### config.mk
export PLATFORM = sky130hd
export DESIGN_NAME = sc_matmul_engine_flat
export DESIGN_NICKNAME = d
export VERILOG_FILES = /design/src/rtl/sc_matmul_engine_if.sv /design/src/rtl/sc_matmul_engine.sv /design/src/flat_wrapper.sv
export SDC_FILE = /design/constraint.sdc
export NUM_CORES = 1
export LEC_CHECK = 0
export CAP_MARGIN = 20
export CORE_AREA = 2 2 146 120
export DETAILED_ROUTE_END_ITERATION = 16
export DIE_AREA = 0 0 148 122
export DONT_BUFFER_PORTS = 1
export PLACE_DENSITY_LB_ADDON = 0.1
export SYNTH_ARGS = -nofsm -noshare
export SYNTH_HDL_FRONTEND = slang
export SYNTH_SLANG_ARGS = --single-unit
### constraint.sdc
create_clock -name clk -period 3.05 [get_ports clk]
set_clock_uncertainty 0.1 [all_clocks]
set_input_delay 0.305 -clock clk [delete_from_list [all_inputs] [get_ports clk]]
set_output_delay 0.305 -clock clk [all_outputs]
set_load 0.02 [all_outputs]
### src/rtl/sc_matmul_engine_if.sv
// sc_matmul_engine_if: job control, operand-fetch and result-write signals of the SC matmul engine
interface sc_matmul_engine_if #(
    parameter int INPUT_FEATURES = 4,
    parameter int OUTPUT_FEATURES = 4,
    parameter int MAX_BATCH = 16,
    parameter int BINARY_PRECISION = 8
);
    localparam int RW = $clog2(MAX_BATCH + 1);
    localparam int IAW = $clog2(MAX_BATCH);
    localparam int WAW = $clog2(OUTPUT_FEATURES);
    localparam int OAW = $clog2(MAX_BATCH * OUTPUT_FEATURES);
    localparam int DW = BINARY_PRECISION * INPUT_FEATURES;
    logic start;
    logic [RW-1:0] num_rows;
    logic busy;
    logic done;
    logic [IAW-1:0] in_addr;
    logic [DW-1:0] in_data;
    logic [WAW-1:0] wt_addr;
    logic [DW-1:0] wt_data;
    logic out_wr_en;
    logic [OAW-1:0] out_addr;
    logic [BINARY_PRECISION-1:0] out_data;
    modport master (
        output start, num_rows, in_data, wt_data,
        input busy, done, in_addr, wt_addr, out_wr_en, out_addr, out_data
    );
    modport slave (
        input start, num_rows, in_data, wt_data,
        output busy, done, in_addr, wt_addr, out_wr_en, out_addr, out_data
    );
endinterface

### src/rtl/sc_matmul_engine.sv
// sc_matmul_engine: stochastic-computing matrix multiply with its own fetch/run/write sequencer
module sc_matmul_engine #(
    parameter int INPUT_FEATURES = 4,
    parameter int OUTPUT_FEATURES = 4,
    parameter int MAX_BATCH = 16,
    parameter int BINARY_PRECISION = 8,
    parameter int STOCHASTIC_CYCLES = 1,
    parameter logic [BINARY_PRECISION-1:0] SEED0 = 8'h01,
    parameter logic [BINARY_PRECISION-1:0] SEED1 = 8'hA5,
    parameter logic [BINARY_PRECISION-1:0] TAPS0 = 8'hB8,
    parameter logic [BINARY_PRECISION-1:0] TAPS1 = 8'h8E
) (
    input logic clk,
    input logic rst,
    sc_matmul_engine_if.slave bus
);
    localparam int N = INPUT_FEATURES;
    localparam int O = OUTPUT_FEATURES;
    localparam int P = BINARY_PRECISION;
    localparam int LS = $clog2(STOCHASTIC_CYCLES);
    localparam int TW = P + LS;
    localparam int CW = P + LS + 1;
    localparam int SW = $clog2(N);
    localparam int RW = $clog2(MAX_BATCH + 1);
    localparam int IAW = $clog2(MAX_BATCH);
    localparam int WAW = $clog2(O);
    localparam int OAW = $clog2(MAX_BATCH * O);

    typedef enum logic [2:0] {IDLE, FETCH, LOAD, RUN, WRITE, DONE} state_t;

    state_t state_q;
    logic [IAW-1:0] m_q;
    logic [WAW-1:0] o_q;
    logic [RW-1:0] rows_q;
    logic [N-1:0][P-1:0] x_q, w_q;
    logic [P-1:0] rng0_q, rng1_q, rng0_d, rng1_d;
    logic [SW-1:0] sel_q;
    logic [TW-1:0] cyc_q;
    logic [CW-1:0] cnt_q, cnt_d, scaled;
    logic [N-1:0] prod;
    logic [P-1:0] res_d;
    logic busy_q, done_q, wr_q;
    logic [OAW-1:0] oaddr_q;
    logic [P-1:0] odata_q;

    assign bus.busy = busy_q;
    assign bus.done = done_q;
    assign bus.in_addr = m_q;
    assign bus.wt_addr = o_q;
    assign bus.out_wr_en = wr_q;
    assign bus.out_addr = oaddr_q;
    assign bus.out_data = odata_q;

    // Galois LFSR steps, per-lane SNG/AND products, MUX-selected count and saturated scaled result
    always_comb begin
        rng0_d = (rng0_q >> 1) ^ (rng0_q[0] ? TAPS0 : '0);
        rng1_d = (rng1_q >> 1) ^ (rng1_q[0] ? TAPS1 : '0);
        prod = '0;
        for (int n = 0; n < N; n++) prod[n] = (x_q[n] >= rng0_q) & (w_q[n] >= rng1_q);
        cnt_d = cnt_q + CW'(prod[sel_q]);
        scaled = cnt_d >> LS;
        res_d = |scaled[CW-1:P] ? '1 : scaled[P-1:0];
    end

    // Job sequencer: index walk, operand load, W-cycle window, registered result write
    always_ff @(posedge clk) begin
        if (rst) begin
            state_q <= IDLE;
            m_q <= '0;
            o_q <= '0;
            rows_q <= '0;
            x_q <= '0;
            w_q <= '0;
            rng0_q <= SEED0;
            rng1_q <= SEED1;
            sel_q <= '0;
            cyc_q <= '0;
            cnt_q <= '0;
            busy_q <= 1'b0;
            done_q <= 1'b0;
            wr_q <= 1'b0;
            oaddr_q <= '0;
            odata_q <= '0;
        end else begin
            done_q <= 1'b0;
            wr_q <= 1'b0;
            case (state_q)
                IDLE: if (bus.start) begin
                    m_q <= '0;
                    o_q <= '0;
                    rows_q <= bus.num_rows;
                    state_q <= bus.num_rows == '0 ? DONE : FETCH;
                    busy_q <= bus.num_rows != '0;
                    done_q <= bus.num_rows == '0;
                end
                FETCH: state_q <= LOAD;
                LOAD: begin
                    x_q <= bus.in_data;
                    w_q <= bus.wt_data;
                    rng0_q <= SEED0;
                    rng1_q <= SEED1;
                    sel_q <= '0;
                    cyc_q <= '0;
                    cnt_q <= '0;
                    state_q <= RUN;
                end
                RUN: begin
                    rng0_q <= rng0_d;
                    rng1_q <= rng1_d;
                    sel_q <= sel_q + SW'(1);
                    cyc_q <= cyc_q + TW'(1);
                    cnt_q <= cnt_d;
                    if (&cyc_q) begin
                        state_q <= WRITE;
                        wr_q <= 1'b1;
                        oaddr_q <= OAW'(m_q) * OAW'(O) + OAW'(o_q);
                        odata_q <= res_d;
                    end
                end
                WRITE: if (o_q != WAW'(O - 1)) begin
                    o_q <= o_q + WAW'(1);
                    state_q <= FETCH;
                end else begin
                    o_q <= '0;
                    if (RW'(m_q) + RW'(1) != rows_q) begin
                        m_q <= m_q + IAW'(1);
                        state_q <= FETCH;
                    end else begin
                        state_q <= DONE;
                        busy_q <= 1'b0;
                        done_q <= 1'b1;
                    end
                end
                DONE: state_q <= IDLE;
                default: state_q <= IDLE;
            endcase
        end
    end
endmodule

### src/flat_wrapper.sv
// flat-port wrapper written by rule: the top's interface ports become plain ports
module sc_matmul_engine_flat 
#(
    parameter int INPUT_FEATURES = 4,
    parameter int OUTPUT_FEATURES = 4,
    parameter int MAX_BATCH = 16,
    parameter int BINARY_PRECISION = 8,
    parameter int STOCHASTIC_CYCLES = 1,
    parameter logic [BINARY_PRECISION-1:0] SEED0 = 8'h01,
    parameter logic [BINARY_PRECISION-1:0] SEED1 = 8'hA5,
    parameter logic [BINARY_PRECISION-1:0] TAPS0 = 8'hB8,
    parameter logic [BINARY_PRECISION-1:0] TAPS1 = 8'h8E
)
  (clk, rst, bus_start, bus_num_rows, bus_in_data, bus_wt_data, bus_busy, bus_done, bus_in_addr, bus_wt_addr, bus_out_wr_en, bus_out_addr, bus_out_data);
  sc_matmul_engine_if #(.INPUT_FEATURES(INPUT_FEATURES), .OUTPUT_FEATURES(OUTPUT_FEATURES), .MAX_BATCH(MAX_BATCH), .BINARY_PRECISION(BINARY_PRECISION)) bus_i ();
  input logic clk;
  input logic rst;
  input wire logic [$bits(bus_i.start)-1:0] bus_start;
  input wire logic [$bits(bus_i.num_rows)-1:0] bus_num_rows;
  input wire logic [$bits(bus_i.in_data)-1:0] bus_in_data;
  input wire logic [$bits(bus_i.wt_data)-1:0] bus_wt_data;
  output wire logic [$bits(bus_i.busy)-1:0] bus_busy;
  output wire logic [$bits(bus_i.done)-1:0] bus_done;
  output wire logic [$bits(bus_i.in_addr)-1:0] bus_in_addr;
  output wire logic [$bits(bus_i.wt_addr)-1:0] bus_wt_addr;
  output wire logic [$bits(bus_i.out_wr_en)-1:0] bus_out_wr_en;
  output wire logic [$bits(bus_i.out_addr)-1:0] bus_out_addr;
  output wire logic [$bits(bus_i.out_data)-1:0] bus_out_data;
  assign bus_i.start = bus_start;
  assign bus_i.num_rows = bus_num_rows;
  assign bus_i.in_data = bus_in_data;
  assign bus_i.wt_data = bus_wt_data;
  assign bus_busy = bus_i.busy;
  assign bus_done = bus_i.done;
  assign bus_in_addr = bus_i.in_addr;
  assign bus_wt_addr = bus_i.wt_addr;
  assign bus_out_wr_en = bus_i.out_wr_en;
  assign bus_out_addr = bus_i.out_addr;
  assign bus_out_data = bus_i.out_data;
  sc_matmul_engine #(.INPUT_FEATURES(INPUT_FEATURES), .OUTPUT_FEATURES(OUTPUT_FEATURES), .MAX_BATCH(MAX_BATCH), .BINARY_PRECISION(BINARY_PRECISION), .STOCHASTIC_CYCLES(STOCHASTIC_CYCLES), .SEED0(SEED0), .SEED1(SEED1), .TAPS0(TAPS0), .TAPS1(TAPS1)) u_core (.clk(clk), .rst(rst), .bus(bus_i));
endmodule
=== After elaboration in Yosys (flattened, before gate mapping) ===
Index checks and enable logic that the tools add are counted.

* Flip-flop bits (word level): 130
* Word-level logic and storage cells: 101
* Output and inout port bits: 23
* Input port bits: 72

* Equality and inequality tests: 11
* Reductions and logical operators: 13
* Mux-type cells: 32
* Add/sub/neg operators: 7
* Bitwise gates (word level): 7
* Magnitude comparators: 9

{| class="wikitable"
|+ Operator list
! operator !! count
|-
| 8-bit >= comparator || 8
|-
| 8-bit case mux with 2 select lines || 3
|-
| 8-bit two-way mux || 3
|-
| 9-bit case mux with 2 select lines || 1
|-
| 7-bit by 8-bit bitwise XOR with 8-bit output || 2
|-
| 3-bit two-way mux || 5
|-
| 3-bit case mux with 5 select lines || 1
|-
| 4-bit two-way mux || 3
|-
| 9-bit by 1-bit adder with 9-bit output || 1
|-
| 9-bit AND reduction || 1
|-
| 8-bit by 1-bit adder with 8-bit output (second input constant) || 1
|-
| 1-bit two-way mux || 8
|-
| 2-bit inequality test (second input constant) || 4
|-
| 2-bit case mux with 2 select lines || 2
|-
| 4-bit case mux with 2 select lines || 1
|-
| 4-bit AND reduction || 2
|-
| 8-bit AND reduction || 1
|-
| 6-bit by 2-bit adder with 6-bit output || 1
|-
| 3-bit by 2-bit equality test with 1-bit output (second input constant) || 2
|-
| 2-bit AND reduction || 3
|-
| 4-bit by 1-bit adder with 5-bit output (second input constant) || 1
|-
| 5-bit zero test || 1
|-
| 5-bit inequality test || 1
|-
| 5-bit nonzero test || 1
|-
| 14 further kinds || 22
|}

=== Depth between registers and ports, before layout ===
* Depth in word-level cells: 6
* Mapped depth: 16
* Mapped depth without buffers: 16

=== Least setup slack after synthesis ===
No wires, ideal clock.

* Path kind: reg2reg
* Start: register u_core.rng0_q[0]
* End: register u_core.odata_q[0], in the netlist u_core.bus.out_data[0]
* Clock period less this slack: 3.022 ns
* Arrival: 2.836 ns
* Data required time: 2.864 ns
* Cell stages (with the launch flop): 16
* Path slack: 0.028 ns
* Path buffers: 0
* Setup time: 0.086 ns
* Path through: dfxtp_1 > ha_1 > nand2b_1 > a2111oi_0 > nor4_1 > o22ai_1 > o21a_1 > a32oi_1 > ha_1 > ha_1 > nand3_1 > nor2_1 > xnor2_1 > nor2_1 > nor2_1 > a211oi_1

* Word-level cells in the longest chain between the ends: 6
* Elaborated cells on any way between the ends: 12
* Those cells by class: add/sub (1); order compare (4); mux (3); bitwise (4)

{| class="wikitable"
|+ RTL lines
! what !! RTL line !! text
|-
| from (decl) || sc_matmul_engine.sv:36 || <nowiki>logic [P-1:0] rng0_q, rng1_q, rng0_d, rng1_d;</nowiki>
|-
| from (signal assigned) || sc_matmul_engine.sv:108 || <nowiki>rng0_q <= rng0_d;</nowiki>
|-
| 8-bit >= comparator || sc_matmul_engine.sv:59 || <nowiki>for (int n = 0; n < N; n++) prod[n] = (x_q[n] >= rng0_q) & (w_q[n] >= rng1_q);</nowiki>
|-
| 1-bit bitwise AND || sc_matmul_engine.sv:59 ||
|-
| 1-bit binary-select mux with 2-bit select (*) || sc_matmul_engine.sv:60 || <nowiki>cnt_d = cnt_q + CW'(prod[sel_q]);</nowiki>
|-
| 1-bit two-way mux (not written as such) (*) || sc_matmul_engine.sv:60 ||
|-
| 9-bit by 1-bit adder with 9-bit output (*) || sc_matmul_engine.sv:60 ||
|-
| 8-bit two-way mux (*) || sc_matmul_engine.sv:62 || <nowiki>res_d = |scaled[CW-1:P] ? '1 : scaled[P-1:0];</nowiki>
|-
| to (signal assigned) || sc_matmul_engine.sv:117 || <nowiki>odata_q <= res_d;</nowiki>
|-
| to (decl) || sc_matmul_engine.sv:44 || <nowiki>logic [P-1:0] odata_q;</nowiki>
|}

Mark *: on every way between the ends. The rest lies on a longest branch, timed or not. The select of a mux whose other input is x is not followed.
A chain may end at the register's enable or synchronous reset.

=== Worst setup path after layout ===
* Start: register u_core.rng1_q[1]
* End: register u_core.cnt_q[6]

* Word-level cells in the longest chain between the ends: 6
* Elaborated cells on any way between the ends: 12
* Those cells by class: add/sub (1); order compare (4); mux (3); bitwise (4)

{| class="wikitable"
|+ RTL lines
! what !! RTL line !! text
|-
| from (decl) || sc_matmul_engine.sv:36 ||
|-
| from (signal assigned) || sc_matmul_engine.sv:109 || <nowiki>rng1_q <= rng1_d;</nowiki>
|-
| 8-bit >= comparator || sc_matmul_engine.sv:59 ||
|-
| 1-bit bitwise AND || sc_matmul_engine.sv:59 ||
|-
| 1-bit binary-select mux with 2-bit select (*) || sc_matmul_engine.sv:60 ||
|-
| 1-bit two-way mux (not written as such) (*) || sc_matmul_engine.sv:60 ||
|-
| 9-bit by 1-bit adder with 9-bit output (*) || sc_matmul_engine.sv:60 ||
|-
| 9-bit case mux with 2 select lines (*) || sc_matmul_engine.sv:87 || <nowiki>case (state_q)</nowiki>
|-
| to (signal assigned) || sc_matmul_engine.sv:112 || <nowiki>cnt_q <= cnt_d;</nowiki>
|-
| to (decl) || sc_matmul_engine.sv:39 || <nowiki>logic [CW-1:0] cnt_q, cnt_d, scaled;</nowiki>
|}

Marks and branches as above.

==> results.cfg <==
[sta]
hold_viol = 0
min_period_ns = 3.06
post-route-period-util = 1.00
drv_slew = 0
rsz0062_at_grt = yes
relSlewSlack = 0.692
layout_setup_ws_ns = -0.0101
whs_ns = 0.0173
finalSetupTns_ns = -0.0101
tightestPinTransition_ns = 0.461
setup_viol = 1
max_freq_mhz = 327

[place]
place.gp.congestion = 0.837
io_buffers = 0
dpl.hpwl_mm = 12.3

[critical_path]
r2r-start = u_core.rng1_q[1]$_SDFFE_PP0P_
regToRegEndpoint = u_core.cnt_q[6]$_SDFFE_PP0P_
worstSetupPathType = reg -> reg
rr_worst_depth = 17
end_kind = register
ff2ff_setup_slack_ns = -0.01
cp-start-kind = register
worstPathArrival_ns = 3.31
critPathMaxFanout = 3
cp_data_required_time_ns = 3.30

[global_routing]
grt_pass1_wl_mm = 29.8
first_global_vias = 5904
grt_max_degree = 70
overflow = 0
antenna_found_initial = 0
gr-usage-all-layers = 0.210

[job]
cap_violations = 0

[route]
via_per_inst = 5.17
drt_wl_total_mm = 18.5
remaining_drc_errors = 0
dr.pass1.iters = 6
wl_per_cell_um = 15.8
drt_iter0_drc = 303
drtAntennaViolNets = 0
vias = 6045

[clock_network]
htree_levels = 4
clockBufferDepth = 2
cts.sinks = 130
cts_tree = done
cts_buffers = 17
clk_pin_slew_ns = 0.06
cts_root_buffer = clkbuf_16
insertion_delay_ns = 0.42

[yosys]
synthTopCellsByArea = dfxtp_1, ha_1, nand2_1, a21oi_1, nor2_1
syn_area_sq_mm = 0.00651
synth-edff-count = 0
synth.net_count = 949
synth-async-reset-ratio = 0
synth_warnings = 0
netlist_instances = 808
ys_types = 48
synth-main-ff-cell = dfxtp_1
syn_avg_cell_area_sq_um = 8.06
synth.yosys.seq_area_share = 0.399
ys_seq_elements = 130
synth_top_area_cell = dfxtp_1
yosys.area.top_type_share = 0.399

[power]
leakagePower_uw = 0.00363
power_density_mw_per_mm2 = 530
peakVddDrop_v = 0.000342

[hold_path]
min_path_type = in -> reg
hold_path_startpoint = rst
hold_path_end = u_core.bus.out_data[3]$_SDFFE_PP0P_
min_delay_path_depth = 3

[run_status]
status = finished, violations left
violations = negative setup slack

[finish]
syn2layout_area_growth_pct = 37.8
fillers = 1552
final_nets = 1072
drive_above_1_share = 0.156
antennaDiodeCount = 0

[floorplanning]
boundaryPins = 95
dieArea_sq_mm = 0.0181
row_count = 43
start_util = 0.388
fp.dieW_um = 148
die_y_um = 122
core_sq_mm = 0.0168
## sequential cells by signal, indices dropped and copies added (netlist names)
| register | flops |
|---|---|
| u_core.x_q | 32 |
| u_core.state_q | 3 |
| u_core.bus.done | 1 |
| u_core.cyc_q | 8 |
| u_core.cnt_q | 9 |
| u_core.bus.out_data | 8 |
| u_core.bus.busy | 1 |
| u_core.sel_q | 2 |
| u_core.rng1_q | 8 |
| u_core.rng0_q | 8 |
| u_core.bus.in_addr | 4 |
| u_core.bus.wt_addr | 2 |
| u_core.bus.out_addr | 6 |
| u_core.w_q | 32 |
| u_core.rows_q | 5 |
| u_core.bus.out_wr_en | 1 |
## power by group
part	internal [uW]	switching [uW]
Combinational	273	303
Clock	1600	758
Sequential	1770	61.4
## layout by cell type (no fill, tap or decap), types with 3 or more instances in the layout
master and n:
clkbuf_16 17, nor2_4 3, mux2i_1 12, bufinv_16 6, nand3_1 24, a21o_1 8, xnor2_1 4, nand2b_1 6
clkbuf_1 3, inv_2 7, nand2_1 172, a211oi_1 7, and3_1 8, inv_1 18, buf_4 54, a22oi_1 12
o21ai_1 8, a21oi_1 107, clkbuf_8 3, nand4_1 3, nor4_1 3, dfxtp_2 9, nor3_1 8, inv_4 3
dlygate4sd3_1 88, nor2_1 62, ha_4 13, o2111ai_1 3, xor2_1 10, o21a_1 6, o21ai_0 23, dfxtp_1 121
nor3b_1 4, ha_1 55
## area by class of cell
cell class	instances	area (sq um)	area share
Clock buffer	23	478	0.0532
Clock inverter	9	200	0.0223
Inverter	28	113	0.0125
Multi-Input combinational cell	607	3920	0.436
Sequential cell	130	2610	0.291
Tap cell	225	282	0.0314
Timing Repair Buffer	147	1380	0.153
## how the worst max path moves through the flow
stage                                  start                                  end
3_3_place_gp   u_core.rng1_q[7]$_SDFFE_PP1P_  u_core.bus.out_data[6]$_SDFFE_PP0P_
3_5_place_dp   u_core.rng1_q[6]$_SDFFE_PP0P_  u_core.bus.out_data[1]$_SDFFE_PP0P_
2_1_floorplan  u_core.rng0_q[0]$_SDFFE_PP1P_  u_core.bus.out_data[0]$_SDFFE_PP0P_
4_1_cts        u_core.rng0_q[5]$_SDFFE_PP0P_  u_core.bus.out_data[0]$_SDFFE_PP0P_
5_1_grt        u_core.rng0_q[5]$_SDFFE_PP0P_  u_core.bus.out_data[6]$_SDFFE_PP0P_
6_report       u_core.rng1_q[1]$_SDFFE_PP0P_         u_core.cnt_q[6]$_SDFFE_PP0P_
## what timing repair did
| item | 4_1_cts | 5_1_grt |
|---|---|---|
| hold buffers | 89 | 0 |
| gates resized for setup | 51 | 24 |
| pin swaps | 19 | 27 |
| hold endpoints to repair | 118 | 0 |
| setup buffers | 4 | 2 |
| setup endpoints to repair | 11 | 14 |
## stage by stage
step / power, uW / instance area (sq um) / setup WS [ns] / instances / utilization
2_1_floorplan: 2170 / 6520 / 0.0281 / 808 / -
3_3_place_gp: 2280 / 7040 / -0.290 / 1043 / 0.420
3_5_place_dp: 2290 / 7040 / -0.285 / 1043 / 0.420
4_1_cts: 4780 / 8850 / 0.0000260 / 1167 / 0.528
5_1_grt: 4960 / 8980 / -0.142 / 1169 / 0.535
6_report: 4760 / 8980 / -0.0101 / 1169 / 0.535
## routing by layer
metal / vias up / GRT usage / wire [um]
li1: 3053 / - / -
met1: 2837 / 0.286 / 9000
met2: 138 / 0.337 / 8480
met3: 17 / 0.0543 / 874
met4: 0 / 0.0470 / 171
met5: - / 0 / 0
## synthesized netlist by cell type (3+ instances only)
master     instances
nand2b_1           7
nor2_1            64
a22oi_1           12
and2_1             3
o2111ai_1          3
dfxtp_1          130
xor2_1            10
and3_1             9
nor4_1             4
a21oi_1          108
nor3b_1            4
a211oi_1           9
or3_1              3
mux2i_1           12
a2111oi_0          3
nand3_1           25
a21o_1             8
nand4_1            3
o311ai_0           3
inv_1             28
clkbuf_1          27
nand2_1          172
ha_1              69
nor3_1             9
o21ai_0           32
o21a_1             6
buf_1              4
xnor2_1            5
buf_2             11
## critical path, cell delays in order, from the launching register on
cell     delay, ns
dfxtp_2       0.33
inv_1         0.06
buf_4         0.14
ha_1          0.28
nand2_1       0.06
o21ai_2       0.16
a21o_1        0.14
a31oi_1       0.08
o21a_1        0.18
a32oi_2       0.21
ha_2          0.24
ha_4          0.15
nand3_4       0.09
buf_6         0.14
or3_4         0.33
a21oi_2       0.16
a21oi_1       0.05
nor2_1        0.09
## kinds of logic after synthesis
group	share of synthesized area
xor+xnor	0.0202
compound gates	0.176
buf+inv	0.0442
mux	0.0202
flops	0.399
simple gates	0.207
fa+ha+maj	0.133
(Power assumes the default switching activity.)
